## config.mk

```make
export PLATFORM = sky130hd
export DESIGN_NAME = note_sequencer
export DESIGN_NICKNAME = d
export VERILOG_FILES = /design/src/rtl/ugame_pkg.sv /design/src/rtl/press_edge_latch.sv /design/src/rtl/note_sequencer.sv
export SDC_FILE = /design/constraint.sdc
export NUM_CORES = 1
export LEC_CHECK = 0
export BUFFER_PORTS_ARGS = -buffer_cell sky130_fd_sc_hd__buf_2
export CAP_MARGIN = 15
export CORE_AREA = 2 2 170 172
export CTS_CLUSTER_DIAMETER = 60
export DETAILED_ROUTE_END_ITERATION = 10
export DIE_AREA = 0 0 172 174
export GPL_TIMING_DRIVEN = 0
export SLEW_MARGIN = 30
export SYNTH_ARGS = -nofsm -noshare
export SYNTH_HDL_FRONTEND = slang
export SYNTH_SLANG_ARGS = --single-unit
```

## constraint.sdc

```tcl
create_clock -name clk -period 4.7 [get_ports clk]
set_input_delay 0.94 -clock clk [delete_from_list [all_inputs] [get_ports clk]]
set_output_delay 0.94 -clock clk [all_outputs]
set_load 0.02 [all_outputs]
```

## src/rtl/ugame_pkg.sv

```systemverilog
// -----------------------------------------------------------------------------
// ugame_pkg
//   Shared definitions for the rhythm-game note datapath.
//   - state_t   : controller state encoding (3 bits, ST_IDLE..ST_DONE)
//   - SCORE_MAX : score saturation ceiling, the largest value score_display shows
//   - UGAME_LANE: slice helper that selects lane <idx> of a packed lane bus
// -----------------------------------------------------------------------------
`ifndef UGAME_LANE
`define UGAME_LANE(vec, idx, len) vec[(idx)*(len) +: (len)]
`endif

package ugame_pkg;

   typedef enum logic [2:0] {
      ST_IDLE  = 3'd0,
      ST_LOAD  = 3'd1,
      ST_RUN   = 3'd2,
      ST_SHIFT = 3'd3,
      ST_JUDGE = 3'd4,
      ST_PAUSE = 3'd5,
      ST_DONE  = 3'd6
   } state_t;

   localparam int SCORE_MAX = 20;

endpackage

```

## src/rtl/press_edge_latch.sv

```systemverilog
// -----------------------------------------------------------------------------
// press_edge_latch
//   Captures one rising edge of a key per judge window.
//   Ports:
//     clk     in  system clock
//     resetn  in  asynchronous active-low reset
//     en      in  edge capture enabled (play states: RUN, SHIFT, JUDGE)
//     clr     in  clear the latch (window boundary or song load)
//     press   in  synchronised key level
//     latched out 1 = an edge was seen in the current window
//   The previous-level register tracks the key in every state, so a key held
//   across a pause never looks like a fresh edge when play resumes.
// -----------------------------------------------------------------------------
module press_edge_latch (
   input  logic clk,
   input  logic resetn,
   input  logic en,
   input  logic clr,
   input  logic press,
   output logic latched
);

   logic prev_q;
   logic latched_q, latched_d;
   logic edge_seen;

   assign edge_seen = press & ~prev_q;

   // Clear wins over the old contents, but an edge landing in the clearing
   // cycle itself is kept so it scores in the following window.
   always_comb begin
      latched_d = latched_q;
      if (clr) begin
         latched_d = en & edge_seen;
      end else if (en && edge_seen) begin
         latched_d = 1'b1;
      end
   end

   always_ff @(posedge clk or negedge resetn) begin
      if (!resetn) begin
         prev_q    <= 1'b0;
         latched_q <= 1'b0;
      end else begin
         prev_q    <= press;
         latched_q <= latched_d;
      end
   end

   assign latched = latched_q;

endmodule

```

## src/rtl/note_sequencer.sv

```systemverilog
// -----------------------------------------------------------------------------
// note_sequencer
//   Game controller: loads lane patterns, shifts lanes on each rate tick,
//   judges key presses against the target slot (bit 0 of every lane), keeps a
//   saturating score and sequences start / pause / end-of-song.
//   Ports:
//     clk, resetn     clock, asynchronous active-low reset
//     running         level, 1 = play, 0 = pause / stop
//     tick            1-cycle lane-step pulse from the rate divider
//     press           per-lane key levels (synchronised)
//     pattern_in      song pattern, lane i = [i*LANE_LEN +: LANE_LEN]
//     lanes_out       live lane contents for drawing
//     score           current score, clamped to 0..SCORE_MAX
//     hit, miss       per-lane judge flags, only valid in the JUDGE cycle
//     tick_overrun    sticky: a tick came while busy (LOAD/SHIFT/JUDGE/DONE)
//     done            song finished, score frozen
//   Timing: tick sampled in RUN -> lanes shifted one clock later, hit/miss
//   visible in the JUDGE cycle, score updated at the end of JUDGE.
// -----------------------------------------------------------------------------
module note_sequencer #(
   parameter int NUM_LANES = 4,
   parameter int LANE_LEN  = 26,
   parameter int SCORE_W   = 5,
   parameter int SCORE_MAX = ugame_pkg::SCORE_MAX
) (
   input  logic                          clk,
   input  logic                          resetn,
   input  logic                          running,
   input  logic                          tick,
   input  logic [NUM_LANES-1:0]          press,
   input  logic [NUM_LANES*LANE_LEN-1:0] pattern_in,
   output logic [NUM_LANES*LANE_LEN-1:0] lanes_out,
   output logic [SCORE_W-1:0]            score,
   output logic [NUM_LANES-1:0]          hit,
   output logic [NUM_LANES-1:0]          miss,
   output logic                          tick_overrun,
   output logic                          done
);

   import ugame_pkg::*;

   // Two spare bits: one for the sign, one so score + NUM_LANES cannot wrap.
   localparam int ACC_W = SCORE_W + 2;
   localparam logic signed [ACC_W-1:0] MAX_S = ACC_W'(SCORE_MAX);
   localparam logic signed [ACC_W-1:0] ONE_S = ACC_W'(1);

   state_t                          state_q, state_d;
   logic [NUM_LANES*LANE_LEN-1:0]   lanes_q, lanes_d;
   logic [NUM_LANES*LANE_LEN-1:0]   lanes_shift;
   logic [NUM_LANES-1:0]            tgt_q, tgt_d;
   logic [NUM_LANES-1:0]            tgt_now;
   logic [SCORE_W-1:0]              score_q, score_d;
   logic                            overrun_q, overrun_d;

   logic [NUM_LANES-1:0]            latched;
   logic                            latch_en, latch_clr;
   logic [NUM_LANES-1:0]            hit_v, miss_v;
   logic signed [ACC_W-1:0]         sum, acc;
   logic                            judge_active;

   // Per-lane shift path and key latch.
   genvar gi;
   generate
      for (gi = 0; gi < NUM_LANES; gi++) begin : g_lane
         assign `UGAME_LANE(lanes_shift, gi, LANE_LEN) =
                `UGAME_LANE(lanes_q, gi, LANE_LEN) >> 1;
         assign tgt_now[gi] = lanes_q[gi*LANE_LEN];

         press_edge_latch u_latch (
            .clk     (clk),
            .resetn  (resetn),
            .en      (latch_en),
            .clr     (latch_clr),
            .press   (press[gi]),
            .latched (latched[gi])
         );
      end
   endgenerate

   // Judge: a hit needs both note and press; any other mismatch is a miss
   // (missed note or stray press).
   assign judge_active = (state_q == ST_JUDGE);
   assign hit_v        = tgt_q & latched;
   assign miss_v       = tgt_q ^ latched;

   always_comb begin
      sum = '0;
      for (int i = 0; i < NUM_LANES; i++) begin
         if (hit_v[i]) begin
            sum = sum + ONE_S;
         end else if (miss_v[i]) begin
            sum = sum - ONE_S;
         end
      end
      acc = $signed({2'b00, score_q}) + sum;
   end

   // Next-state and datapath control.
   always_comb begin
      state_d   = state_q;
      lanes_d   = lanes_q;
      tgt_d     = tgt_q;
      score_d   = score_q;
      overrun_d = overrun_q;
      latch_en  = 1'b0;
      latch_clr = 1'b0;

      case (state_q)
         ST_IDLE: begin
            if (running) state_d = ST_LOAD;
         end
         ST_LOAD: begin
            lanes_d   = pattern_in;
            score_d   = '0;
            latch_clr = 1'b1;
            overrun_d = tick;      // a tick in this very cycle still counts
            state_d   = ST_RUN;
         end
         ST_RUN: begin
            latch_en = 1'b1;
            if (!running) begin
               state_d = ST_PAUSE;
            end else if (tick) begin
               state_d = ST_SHIFT;
            end
         end
         ST_SHIFT: begin
            latch_en = 1'b1;
            lanes_d  = lanes_shift;
            tgt_d    = tgt_now;
            if (tick) overrun_d = 1'b1;
            state_d  = ST_JUDGE;
         end
         ST_JUDGE: begin
            latch_en  = 1'b1;
            latch_clr = 1'b1;
            if (acc < 0) begin
               score_d = '0;
            end else if (acc > MAX_S) begin
               score_d = SCORE_W'(SCORE_MAX);
            end else begin
               score_d = acc[SCORE_W-1:0];
            end
            if (tick) overrun_d = 1'b1;
            // lanes_q already holds the post-shift contents here.
            state_d = (lanes_q == '0) ? ST_DONE : ST_RUN;
         end
         ST_PAUSE: begin
            if (running) state_d = ST_RUN;
         end
         ST_DONE: begin
            if (tick) overrun_d = 1'b1;
            if (!running) state_d = ST_IDLE;
         end
         default: begin
            state_d = ST_IDLE;
         end
      endcase
   end

   always_ff @(posedge clk or negedge resetn) begin
      if (!resetn) begin
         state_q   <= ST_IDLE;
         lanes_q   <= '0;
         tgt_q     <= '0;
         score_q   <= '0;
         overrun_q <= 1'b0;
      end else begin
         state_q   <= state_d;
         lanes_q   <= lanes_d;
         tgt_q     <= tgt_d;
         score_q   <= score_d;
         overrun_q <= overrun_d;
      end
   end

   assign lanes_out    = lanes_q;
   assign score        = score_q;
   assign hit          = judge_active ? hit_v  : '0;
   assign miss         = judge_active ? miss_v : '0;
   assign tick_overrun = overrun_q;
   assign done         = (state_q == ST_DONE);

endmodule

```

* Yosys cells after proc, flatten, opt, wreduce, memory -nomap -nowiden *
Index checks and enable logic that the tools add are counted.

operators by class
  add/subtract/negate cells = 7
  magnitude comparators = 2
  equal/unequal tests = 11
  multiplexer cells = 33
  bitwise gates (word level) = 14
  reduce and logical (&&, ||, !) cells = 18

operators with widths
  cell                                                                              count
  104-bit case mux with 2 select lines                                              1
  104-bit zero test                                                                 1
  7-bit two-way mux                                                                 8
  7-bit by 2-bit adder with 7-bit output (second input constant)                    3
  3-bit case mux with 7 select lines                                                1
  7-bit by 2-bit subtractor with 7-bit output (second input constant)               3
  3-bit two-way mux                                                                 6
  2-bit nonzero test                                                                7
  1-bit two-way mux                                                                 11
  5-bit two-way mux                                                                 2
  5-bit case mux with 2 select lines                                                1
  3-bit == test (second input constant)                                             3
  1-bit AND                                                                         8
  4-bit two-way mux                                                                 2
  6-bit by 7-bit adder with 7-bit output                                            1
  7-bit by 6-bit greater-than comparator with 1-bit output (second input constant)  1
  7-bit by 1-bit < comparator with 1-bit output (second input constant)             1
  3-bit by 2-bit == test with 1-bit output (second input constant)                  2
  2-bit inequality test (second input constant)                                     3
  3-bit OR reduction                                                                2
  4-bit AND                                                                         1
  1-bit logical AND                                                                 4
  1-bit NOT                                                                         4
  4-bit AND reduction                                                               1
  8 further kinds                                                                   8

storage, ports and cells
  flip-flop bits (word level) = 125
  bits of input ports = 112
  output and inout port bits = 119
  logic and storage cells = 98

* Depth between registers and ports, before layout *
Gate-level depths: netlist of the first run.

  depth after elaboration = 17
  mapped depth = 24
  gate-level depth less buffers = 24

* Modules after synthesis *
From an unflattened synthesis of the first run, not the netlist that was laid out.

second synthesis, totals
  cells, all modules = 708
  area, all modules = 6835.3 µm²

by module, submodules not included
  module            times used  cells an instance  area an instance (µm²)  sequential area each (µm²)
  note_sequencer    1           688                6555.0                  2927.8
  press_edge_latch  4           5                  70.1                    50.0

* Worst setup path before layout of the first run *
No wires, ideal clock.

  path type = register to register
  from = register g_lane[0].u_latch.latched_q
  to = register score_q[0], in the netlist score[0]
  setup time = 103 ps
  arrival time = 4299 ps
  required time = 4597 ps
  setup slack = 298 ps
  cell stages (with the launch flop) = 24
  buffers on the path = 0
  clock period less this slack = 4402 ps
  path through = dfrtp_1 -> inv_1 -> ha_1 -> nor2_2 -> nor3_1 -> a21oi_1 -> inv_1 -> ha_1 -> nand3b_1 -> nand2_1 -> a21o_1 -> ha_1 -> mux2i_1 -> mux2_2 -> inv_1 -> fa_1 -> nor2b_1 -> o21ai_0 -> a21boi_0 -> o2bb2a_1 -> a22o_1 -> o211ai_2 -> xnor2_1 -> o41ai_2

on the way
  cells in the longest elaborated chain, start to end = 17
  elaborated cells between the ends (all ways) = 22
  classes of those cells = add/sub (7); order compare (2); mux (11); bitwise (2)

ends and longest elaborated chain
  item                                                      line                    RTL
  start: declaration                                        press_edge_latch.sv:24  logic latched_q, latched_d;
  start signal: assignment                                  press_edge_latch.sv:46  latched_q <= latched_d;
  4-bit bitwise XOR                                         note_sequencer.sv:84    assign miss_v = tgt_q ^ latched;
  7-bit two-way mux                                         note_sequencer.sv:91    end else if (miss_v[i]) begin
  7-bit two-way mux (*)                                     note_sequencer.sv:89    if (hit_v[i]) begin
  7-bit by 2-bit subtractor with 7-bit output               note_sequencer.sv:92    sum = sum - ONE_S;
  7-bit two-way mux                                         note_sequencer.sv:91
  7-bit two-way mux (*)                                     note_sequencer.sv:89
  7-bit by 2-bit subtractor with 7-bit output               note_sequencer.sv:92
  7-bit two-way mux                                         note_sequencer.sv:91
  7-bit two-way mux (*)                                     note_sequencer.sv:89
  7-bit by 2-bit subtractor with 7-bit output               note_sequencer.sv:92
  7-bit two-way mux                                         note_sequencer.sv:91
  7-bit two-way mux (*)                                     note_sequencer.sv:89
  6-bit by 7-bit adder with 7-bit output (*)                note_sequencer.sv:95    acc = $signed({2'b00, score_q}) + sum;
  7-bit by 6-bit greater-than comparator with 1-bit output  note_sequencer.sv:139   end else if (acc > MAX_S) begin
  5-bit two-way mux                                         note_sequencer.sv:139
  5-bit two-way mux (*)                                     note_sequencer.sv:137   if (acc < 0) begin
  5-bit case mux with 2 select lines (*)                    note_sequencer.sv:108   case (state_q)
  end signal: assignment                                    note_sequencer.sv:172   score_q <= score_d;
  end: declaration                                          note_sequencer.sv:52    logic [SCORE_W-1:0] score_q, score_d;

Mark *: on every way between the ends. The rest lies on a longest branch, timed or not.
A chain may end at the register's enable or synchronous reset.

* Final worst setup path of the first run *
  from = register g_lane[1].u_latch.latched_q
  to = register score_q[0], in the netlist score[0]

on the way
  cells in the longest elaborated chain, start to end = 14
  elaborated cells between the ends (all ways) = 18
  classes of those cells = add/sub (5); order compare (2); mux (9); bitwise (2)

ends and longest elaborated chain
  item                                                      line
  start: declaration                                        press_edge_latch.sv:24
  start signal: assignment                                  press_edge_latch.sv:46
  4-bit bitwise XOR                                         note_sequencer.sv:84
  7-bit two-way mux                                         note_sequencer.sv:91
  7-bit two-way mux (*)                                     note_sequencer.sv:89
  7-bit by 2-bit subtractor with 7-bit output               note_sequencer.sv:92
  7-bit two-way mux                                         note_sequencer.sv:91
  7-bit two-way mux (*)                                     note_sequencer.sv:89
  7-bit by 2-bit subtractor with 7-bit output               note_sequencer.sv:92
  7-bit two-way mux                                         note_sequencer.sv:91
  7-bit two-way mux (*)                                     note_sequencer.sv:89
  6-bit by 7-bit adder with 7-bit output (*)                note_sequencer.sv:95
  7-bit by 6-bit greater-than comparator with 1-bit output  note_sequencer.sv:139
  5-bit two-way mux                                         note_sequencer.sv:139
  5-bit two-way mux (*)                                     note_sequencer.sv:137
  5-bit case mux with 2 select lines (*)                    note_sequencer.sv:108

Marks and branches as above.

==> results of run 1 <==
per-layer routing:
layer | routed length [um] | part of all wire, % | track usage [%] | vias to the layer above
met5 | 27 | 0.11 | 0 | -
met4 | 291 | 1.2 | 3.64 | 4
met3 | 1210 | 5.0 | 3.76 | 26
met2 | 11800 | 49 | 26.5 | 185
met1 | 10900 | 45 | 21.5 | 3147
li1 | - | - | - | 3116
state kept, by name (all words and copies together) (netlist names):
name and flops:
g_lane.u_latch.latched 4, tgt_q 4, score 5, g_lane.u_latch.prev_q 4, state_q 3, tick_overrun 1
lanes_out 104
synthesized netlist by cell type, types with 8 or more instances:
cell        n
nand2_1   129
dfrtp_1   125
o21ai_0   118
mux2i_1   103
clkbuf_1   33
nor4_1     27
nor2_1     22
ha_1       18
a21oi_1    17
inv_1      14
nand4_1     8
nor2b_1     8
xnor2_1     8
layout make-up:
class                      instances  area, um2
clock inverter                    15        210
multi-input combinational        547       3660
inverter                          14       52.6
tap                              384        480
antenna                            4       10.0
timing repair buffer             235       1220
sequential                       125       3130
clock buffer                      17        425
fill                            3008      18900
buffer                            43        174
cell families (layout without fill, tap and decap cells):
family / count (synthesis) / in the layout / synth area share [%]
AOI/OAI and AO/OA: 179 / 179 / 15.5
xor gates and xnor gates: 12 / 12 / 1.62
adders and majority gates: 19 / 19 / 3.53
buffers and inverters: 57 / 324 / 3.26
DFF: 125 / 125 / 45.0
muxes: 108 / 108 / 15.6
other: 0 / 4 / 0
and+or+nand+nor: 229 / 229 / 15.5
power by group:
part / total, mW / leakage [nW] / internal [mW] / switching, mW
registers: 2.20 / 1.55 / 1.59 / 0.615
clock network: 1.45 / 0.311 / 0.899 / 0.551
logic: 5.01 / 2.64 / 1.95 / 3.05
worst max-delay path: cells and delay by family, from the launching register on:
family	cells	cell delay [ps]
AOI/OAI and AO/OA	7	1210
adders and majority gates	4	1190
and+or+nand+nor	5	990
DFF	1	440
muxes	2	300
xor gates and xnor gates	1	200
buffers and inverters	1	60
worst min path at each step:
stage,depth (start not counted),slack [ps],endpoint,startpoint
finish,1,450,lanes_out[11],resetn
global route,1,480,lanes_out[11],resetn
CTS,1,460,lanes_out[11],resetn
detailed placement,1,500,tgt_q[2],tgt_q[2]
global placement,2,490,score[4],score[4]
floorplan,1,490,tgt_q[2],tgt_q[2]
timing repair:
item                                   in CTS  in global routing
resized for setup                           8                  8
endpoints found under the hold margin       0                  0
setup endpoints to repair                   5                  5
gates cloned                                0                  0
pin swaps                                   1                  4
buffers inserted                            1                  3
==> flow_summary.json, run 1 <==
{
  "gp_congestion": 0.836,
  "worstSetupPathType": "reg -> reg",
  "fmax_ghz": 0.223,
  "status": "finished, final reports clean",
  "die_height_um": 174,
  "rows": 62,
  "ir_drop_uv": 294,
  "hold-worst-slack_ps": 451,
  "cts_sinks": 125,
  "seq_area_frac_synth_pct": 45.0,
  "final_core_util_pct": 33.2,
  "tightest_slew_ps": 823,
  "post_drt_via_cell_ratio": 4.68,
  "final_common_cell": "buf_2",
  "nets": 1114,
  "grt_pass1_vias": 6327,
  "r2r_cells": 20,
  "final_hold_viol_count": 0,
  "die_w_um": 172,
  "setup_viol": 0,
  "fin_crit_sh_pct": 95.4,
  "cts-htree-levels": 4,
  "ys_ff_latch": 125,
  "syn_to_final_growth_pct": 34.6,
  "grt_overflow": 0,
  "finalWorstSetupSlack_ps": 214,
  "cp_slowest_cell": "or3_2",
  "p_per_area_nw_per_um2": 925,
  "synth.area.top_cells": "dfrtp_1 45%, mux2i_1 15%, o21ai_0 8.5%",
  "syn_area_um2": 6960,
  "syn_avg_cell_area_um2": 9.54,
  "grt_max_degree": 65,
  "first_pass_iters": 5,
  "synthArstFlopShare_pct": 100,
  "fin_tns_setup_ps": 0,
  "final_area_um2": 9370,
  "post-route-min-period_ps": 4490,
  "wl_um": 24200,
  "port_buffers": 230,
  "clkTransAtPathRegs_ps": 70,
  "track_usage_pct": 16.1,
  "cpPeakStageDelay_ps": 510,
  "io_pins": 231,
  "core-area_um2": 28200,
  "end_kind": "flop",
  "relSlewSlack_pct": 45.1,
  "first_iter_violations": 348,
  "yosysWarnings": 0,
  "drv_cap": 0,
  "finClkSkew_ps": 12.7,
  "place_hpwl_um": 18400,
  "layout-drive-gt1-share_pct": 30.5,
  "holdCritPathClass": "in -> async",
  "antenna_found_initial": 6,
  "clockRootBuffer": "clkbuf_16",
  "cts_buffer_depth": 2,
  "start_util_pct": 24.6,
  "yosysUniqueCellTypes": 59,
  "rrSetupSlack_ps": 210,
  "place.detailed.instances": 1344,
  "placed_area_um2": 8630,
  "synth_flop_cell": "dfrtp_1",
  "final_cell_count_no_fill": 1384,
  "p_total_mw": 8.66,
  "cts_buffers": 17,
  "via_count": 6478,
  "power_leakage_nw": 4.51,
  "crit_chain": "ha_4 -> or3_2 -> nand2_1 -> ha_1 -> nand3b_1 -> nand2_1 -> a21o_1 -> ha_1 -> mux2i_1 -> mux2_2 -> inv_1 -> fa_2 -> nor2b_1 -> o21ai_1 -> a21boi_1 -> o2bb2a_1 -> a22o_1 -> o211ai_2 -> xnor2_2 -> o41ai_2",
  "synth-edff-count": 0,
  "required_ps": 5010,
  "pre_cts_ws_ps": -421,
  "synth_top_cell_by_area": "dfrtp_1",
  "clkLatencyLatePin_ps": 420,
  "drv_slew": 0,
  "cp-startpoint": "g_lane[1].u_latch.latched",
  "synthCells": 729,
  "critPathCapture": "score[0]",
  "grt_pass1_wl_um": 36900,
  "drtAntennaViolNets": 0,
  "synth_top_area_share_pct": 45.0,
  "design.die.area_um2": 29900,
  "r2r-end": "score[0]",
  "cp-start-kind": "flop",
  "worstPathArrival_ps": 4800,
  "cts_tree": "yes",
  "rr_startpoint": "g_lane[1].u_latch.latched",
  "path_max_fanout": 5,
  "synth_nets": 860,
  "wire_per_inst_um": 17.5,
  "drc": 0,
  "layout_common_cells": "230 x buf_2, 129 x nand2_1, 123 x dfrtp_1, 116 x o21ai_0, 103 x mux2i_1",
  "hold_buffers": 0
}
(Power assumes the default switching activity.)
==> inputs of run 2 (changes only) <==
- ABC_AREA: unset -> 1
- CORE_AREA: 2 2 170 172 -> 2 2 167 169
- DIE_AREA: 0 0 172 174 -> 0 0 169 171
==> run 2 against run 1 <==
Die area is 3.4% lower. Via count grew 7.6%. Utilization fell by 0.50 points. First-iteration DRC count up 21%. Combinational power shrank 9.0%. Power shrank 7.8%. Register-to-register slack improved by 290 ps. Fmax is 7.0% higher. Clock skew down 2.3 ps. Critical path type unchanged.
==> flow_summary.json, run 2 <==
{
  "status": "finished, final reports clean",
  "first_pass_iters": 5,
  "synth_flop_cell": "dfrtp_1",
  "layout-drive-gt1-share_pct": 27.6,
  "place_hpwl_um": 18200,
  "fin_tns_setup_ps": 0,
  "die_w_um": 169,
  "first_iter_violations": 421,
  "synthMuxAreaShare_pct": 0.484,
  "start_util_pct": 24.6,
  "multi_input_area_um2": 3130,
  "p_per_area_nw_per_um2": 894,
  "final_common_cell": "buf_2",
  "antenna_found_initial": 3,
  "rows": 61,
  "grt_pass1_wl_um": 36300,
  "core-area_um2": 27300,
  "drc": 0,
  "nets": 1212,
  "required_ps": 5000,
  "cts_tree": "yes",
  "synth_top_area_share_pct": 46.5,
  "worstSetupPathType": "reg -> reg",
  "syn_to_final_growth_pct": 32.8,
  "syn_avg_cell_area_um2": 8.09,
  "synth_fa_ha_area_share_pct": 3.65,
  "io_pins": 231,
  "final_area_um2": 8930,
  "design.die.area_um2": 28900,
  "ys_ff_latch": 125,
  "cts_sinks": 125,
  "placed_area_um2": 8340,
  "synth-simple-area-share_pct": 22.4,
  "clockRootBuffer": "clkbuf_16",
  "synthArstFlopShare_pct": 100,
  "synth_xor_area_share_pct": 0.652,
  "largest_reg_flops": 104,
  "cts_resized": 0,
  "setup_viol": 0,
  "p_clk_share_pct": 16.6,
  "synth_nets": 962,
  "drv_slew": 0,
  "final_hold_viol_count": 0,
  "fmax_ghz": 0.239,
  "holdCritPathClass": "in -> async",
  "power_leakage_nw": 4.26,
  "power_switching_mw": 4.06,
  "gp_congestion": 0.856,
  "layout_common_cells": "229 x buf_2, 130 x nor2_1, 125 x dfrtp_1, 105 x o21ai_0, 96 x nand2_1",
  "rsz0062_at_grt": "false",
  "hold_buffers": 0,
  "end_kind": "flop",
  "hold-worst-slack_ps": 407,
  "cpPeakStageDelay_ps": 440,
  "grt_overflow": 0,
  "cts-htree-levels": 4,
  "synth-compound-area-share_pct": 19.4,
  "die_height_um": 171,
  "drv_cap": 0,
  "via_count": 6972,
  "yosysWarnings": 0,
  "p_int_mw": 3.93,
  "drtAntennaViolNets": 0,
  "clkLatencyLatePin_ps": 420,
  "worstPathArrival_ps": 4490,
  "synth.area.top_cells": "dfrtp_1 47%, o21ai_0 7.8%, nor2_1 7.3%",
  "cp_slowest_cell": "fa_1",
  "path_max_fanout": 6,
  "cpLargestDelayFamily": "adder cells",
  "netlist_top_cells_count": "130 x nor2_1, 125 x dfrtp_1, 105 x o21ai_0",
  "post_drt_via_cell_ratio": 4.84,
  "port_buffers": 230,
  "grt_max_degree": 83,
  "worst-path-buf-inv": 4,
  "synth-edff-count": 0,
  "cp-start-kind": "flop",
  "seqPwrFrac_pct": 26.2,
  "cts_buffers": 17,
  "combPwrFrac_pct": 57.2,
  "p_sw_share_pct": 50.8,
  "yosysUniqueCellTypes": 40,
  "finClkSkew_ps": 10.4,
  "wl_um": 24200,
  "clkTransAtPathRegs_ps": 60,
  "tightest_slew_ps": 818,
  "fill_cells": 2948,
  "synth_top_family_by_area": "simple AND/OR/NAND/NOR gates",
  "relSlewSlack_pct": 45.4,
  "grt_pass1_vias": 6498,
  "wire_per_inst_um": 16.8,
  "post-route-min-period_ps": 4190,
  "track_usage_pct": 16.3,
  "seq_area_frac_synth_pct": 46.5,
  "synthCells": 831,
  "ir_drop_uv": 285,
  "synth_top_cell_by_area": "dfrtp_1",
  "cts_buffer_depth": 2,
  "synth_most_common_cell": "nor2_1",
  "syn_area_um2": 6720,
  "fin_crit_sh_pct": 89.2,
  "post-cts-setup-buffers": 0,
  "regArea_um2": 3130
}
-- run 2: changes by cell type in the layout (fill, tap and decap cells not counted), moves of 8 or more --
cell | previous run | this run
nand3_1 | 4 | 24
a21oi_1 | 15 | 46
o22ai_1 | 0 | 63
nor2b_1 | 8 | 0
nor2_1 | 21 | 130
nand2_1 | 129 | 96
clkbuf_1 | 33 | 42
nand2_2 | 0 | 16
mux2i_1 | 103 | 1
inv_1 | 14 | 75
o21ai_0 | 116 | 105
-- run 2: routing by layer --
layer  GRT usage (%)  wire, um
met4            4.72       380
met2            25.9     11400
met1            22.0     11000
met3            4.16      1400
met5               0        11
-- run 2: through the flow --
stage	worst slack, ps	cells	total power, mW	util, %
after global placement	565	1407	6.58	30.4
after CTS	516	1439	8.03	32.7
after floorplan	929	831	5.22	-
after global routing	202	1440	8.68	32.7
final	509	1441	7.99	32.7
after detailed placement	529	1408	6.67	30.5
-- run 2: power by group through the flow --
stage	sequential, mW	combinational [mW]	clock (mW)
after floorplan	2.51	2.72	0
after global placement	2.09	4.49	0
after detailed placement	2.09	4.58	0
after CTS	2.09	4.59	1.35
after global routing	2.16	5.11	1.40
final	2.10	4.56	1.33
-- run 2: layout make-up --
type,count,area share (%)
antenna,2,0.0561
multi-input combinational,583,35.1
buffer,45,1.89
inverter,78,3.28
clock inverter,13,1.68
sequential,125,35.0
tap,346,4.85
clock buffer,18,4.81
timing repair buffer,231,13.3
-- run 2: worst paths after layout --
path	depth (start not counted)	to	start	slack [ps]
min	1	lanes_out[97]	resetn	410
max reg2reg	25	score[2]	tgt_q[0]	510
min in group clk	1	g_lane[2].u_latch.latched	g_lane[2].u_latch.latched	510
min reg2reg	1	g_lane[2].u_latch.latched	g_lane[2].u_latch.latched	510
max in group asynchronous	2	g_lane[3].u_latch.prev_q	resetn	3520
max	25	score[2]	tgt_q[0]	510
-- run 2: logic make-up after synthesis --
kind of cell	after synthesis
adders and majority gates	19
muxes	3
DFF	125
AOI/OAI and AO/OA	231
and+or+nand+nor	325
buffers and inverters	123
xor gates and xnor gates	5
==> inputs of run 3 (changes only) <==
- CORE_AREA: 2 2 167 169 -> 2 2 126 128
- DIE_AREA: 0 0 169 171 -> 0 0 128 130
- GPL_ROUTABILITY_DRIVEN: unset -> 0
- PLACE_DENSITY: unset -> 0.74
==> run 3 against run 2 <==
Via count increased by 0.65%. Global-route usage increased by 8.4 points. Flip-flop and latch count unchanged. Worst hold slack improved by 36 ps. Combinational power decreased by 2%. Utilization increased by 24 points. Critical path depth unchanged. Non-clock buffer count unchanged. Critical path type unchanged. Critical endpoint unchanged.
==> flow_summary.json, run 3 (synthesis gave the netlist of run 2 again) <==
{
  "status": "finished, final reports clean",
  "relSlewSlack_pct": 50.4,
  "wire_per_inst_um": 16.3,
  "drc": 0,
  "antenna_found_initial": 2,
  "cts_buffer_depth": 2,
  "grt_overflow": 0,
  "ir_drop_uv": 442,
  "final_cell_count_no_fill": 1288,
  "fin_tns_setup_ps": 0,
  "cts_tree": "yes",
  "grt_pass1_vias": 6559,
  "fmax_ghz": 0.243,
  "end_kind": "flop",
  "cp_slowest_cell": "fa_1",
  "grt_max_degree": 74,
  "fin_crit_sh_pct": 87.6,
  "multi_input_area_um2": 3130,
  "cts_buffers": 17,
  "clkLatencyLatePin_ps": 410,
  "via_count": 7017,
  "largest_reg_flops": 104,
  "post-route-min-period_ps": 4120,
  "grt_pass1_wl_um": 32600,
  "cts_sinks": 125,
  "rows": 46,
  "port_buffers": 230,
  "nets": 1212,
  "die_height_um": 130,
  "p_per_area_nw_per_um2": 900,
  "final_common_cell": "buf_2",
  "regArea_um2": 3130,
  "first_pass_iters": 5,
  "place.detailed.instances": 1254,
  "syn_to_final_growth_pct": 30.2,
  "clockRootBuffer": "clkbuf_16",
  "drv_slew": 0,
  "required_ps": 4990,
  "layout-drive-gt1-share_pct": 27.7,
  "io_pins": 231,
  "die_w_um": 128,
  "worstSetupPathType": "reg -> reg",
  "cts-htree-levels": 4,
  "cts_resized": 0,
  "layout_common_cells": "229 x buf_2, 130 x nor2_1, 125 x dfrtp_1, 105 x o21ai_0, 96 x nand2_1",
  "holdCritPathClass": "in -> async",
  "cpPeakStageDelay_ps": 430,
  "core-area_um2": 15400,
  "fill_cells": 1492,
  "tightest_slew_ps": 744,
  "post_drt_via_cell_ratio": 5.45,
  "final_hold_viol_count": 0,
  "start_util_pct": 43.6,
  "path_max_fanout": 6,
  "track_usage_pct": 24.8,
  "post-cts-setup-buffers": 0,
  "design.die.area_um2": 16600,
  "hold_buffers": 0,
  "worstPathArrival_ps": 4410,
  "setup_viol": 0,
  "rsz0062_at_grt": "false",
  "r2r_cells": 25,
  "clkTransAtPathRegs_ps": 50,
  "drtAntennaViolNets": 0,
  "power_leakage_nw": 4.26,
  "finClkSkew_ps": 10.5,
  "cp-start-kind": "flop",
  "drv_cap": 0,
  "place_hpwl_um": 15700,
  "wl_um": 21000,
  "first_iter_violations": 378
}
[run 3: layout make-up]
cell class	instances	area share, %
Buffer	45	1.93
Antenna cell	2	0.0572
Clock buffer	20	5.22
Tap cell	192	2.75
Sequential cell	125	35.8
Inverter	78	3.35
Clock inverter	12	1.57
Timing Repair Buffer	231	13.6
Multi-Input combinational cell	583	35.8
[run 3: power breakdown]
| part | internal (mW) | leakage [nW] | total, mW | switching [mW] |
|---|---|---|---|---|
| sequential | 1.58 | 1.46 | 2.09 | 0.517 |
| clock | 0.812 | 0.275 | 1.30 | 0.489 |
| combinational | 1.52 | 2.52 | 4.48 | 2.96 |
[run 3: path summary, 6_finish.rpt]
path	startpoint	end	slack, ps
worst min register to register	tick_overrun	tick_overrun	480
min in group clk	tick_overrun	tick_overrun	480
max in group asynchronous	resetn	lanes_out[79]	3540
worst max-delay path	tgt_q[0]	score[2]	580
worst min-delay path	resetn	lanes_out[33]	440
worst max register to register	tgt_q[0]	score[2]	580
[run 3: per-stage QoR]
stage | power (mW) | area, um2 | hold WS [ps] | worst slack [ps] | util, %
after CTS | 7.89 | 8740 | 447 | 563 | 56.7
after global placement | 6.45 | 8110 | 471 | 611 | 52.6
final | 7.87 | 8750 | 443 | 583 | 56.7
after global routing | 8.52 | 8740 | 462 | 268 | 56.7
after detailed placement | 6.55 | 8150 | 479 | 581 | 52.8
after floorplan | 5.22 | 6720 | 459 | 929 | -
[run 3: per-layer routing]
metal / share of wire (%) / up-vias / GRT usage, % / routed length (um)
met5: 0.11 / - / 0 / 23
met4: 1.9 / 4 / 7.69 / 398
li1: - / 3351 / - / -
met3: 6.3 / 42 / 6.48 / 1310
met2: 50 / 269 / 42.3 / 10500
met1: 42 / 3351 / 31.0 / 8750
[run 3: worst max-delay path: cells and delay by family, from the launching register on]
kind,cells,cell delay (ps)
DFF,1,370
buffers and inverters,4,370
adders and majority gates,4,1320
AOI/OAI and AO/OA,2,290
muxes,1,330
and+or+nand+nor,14,1300
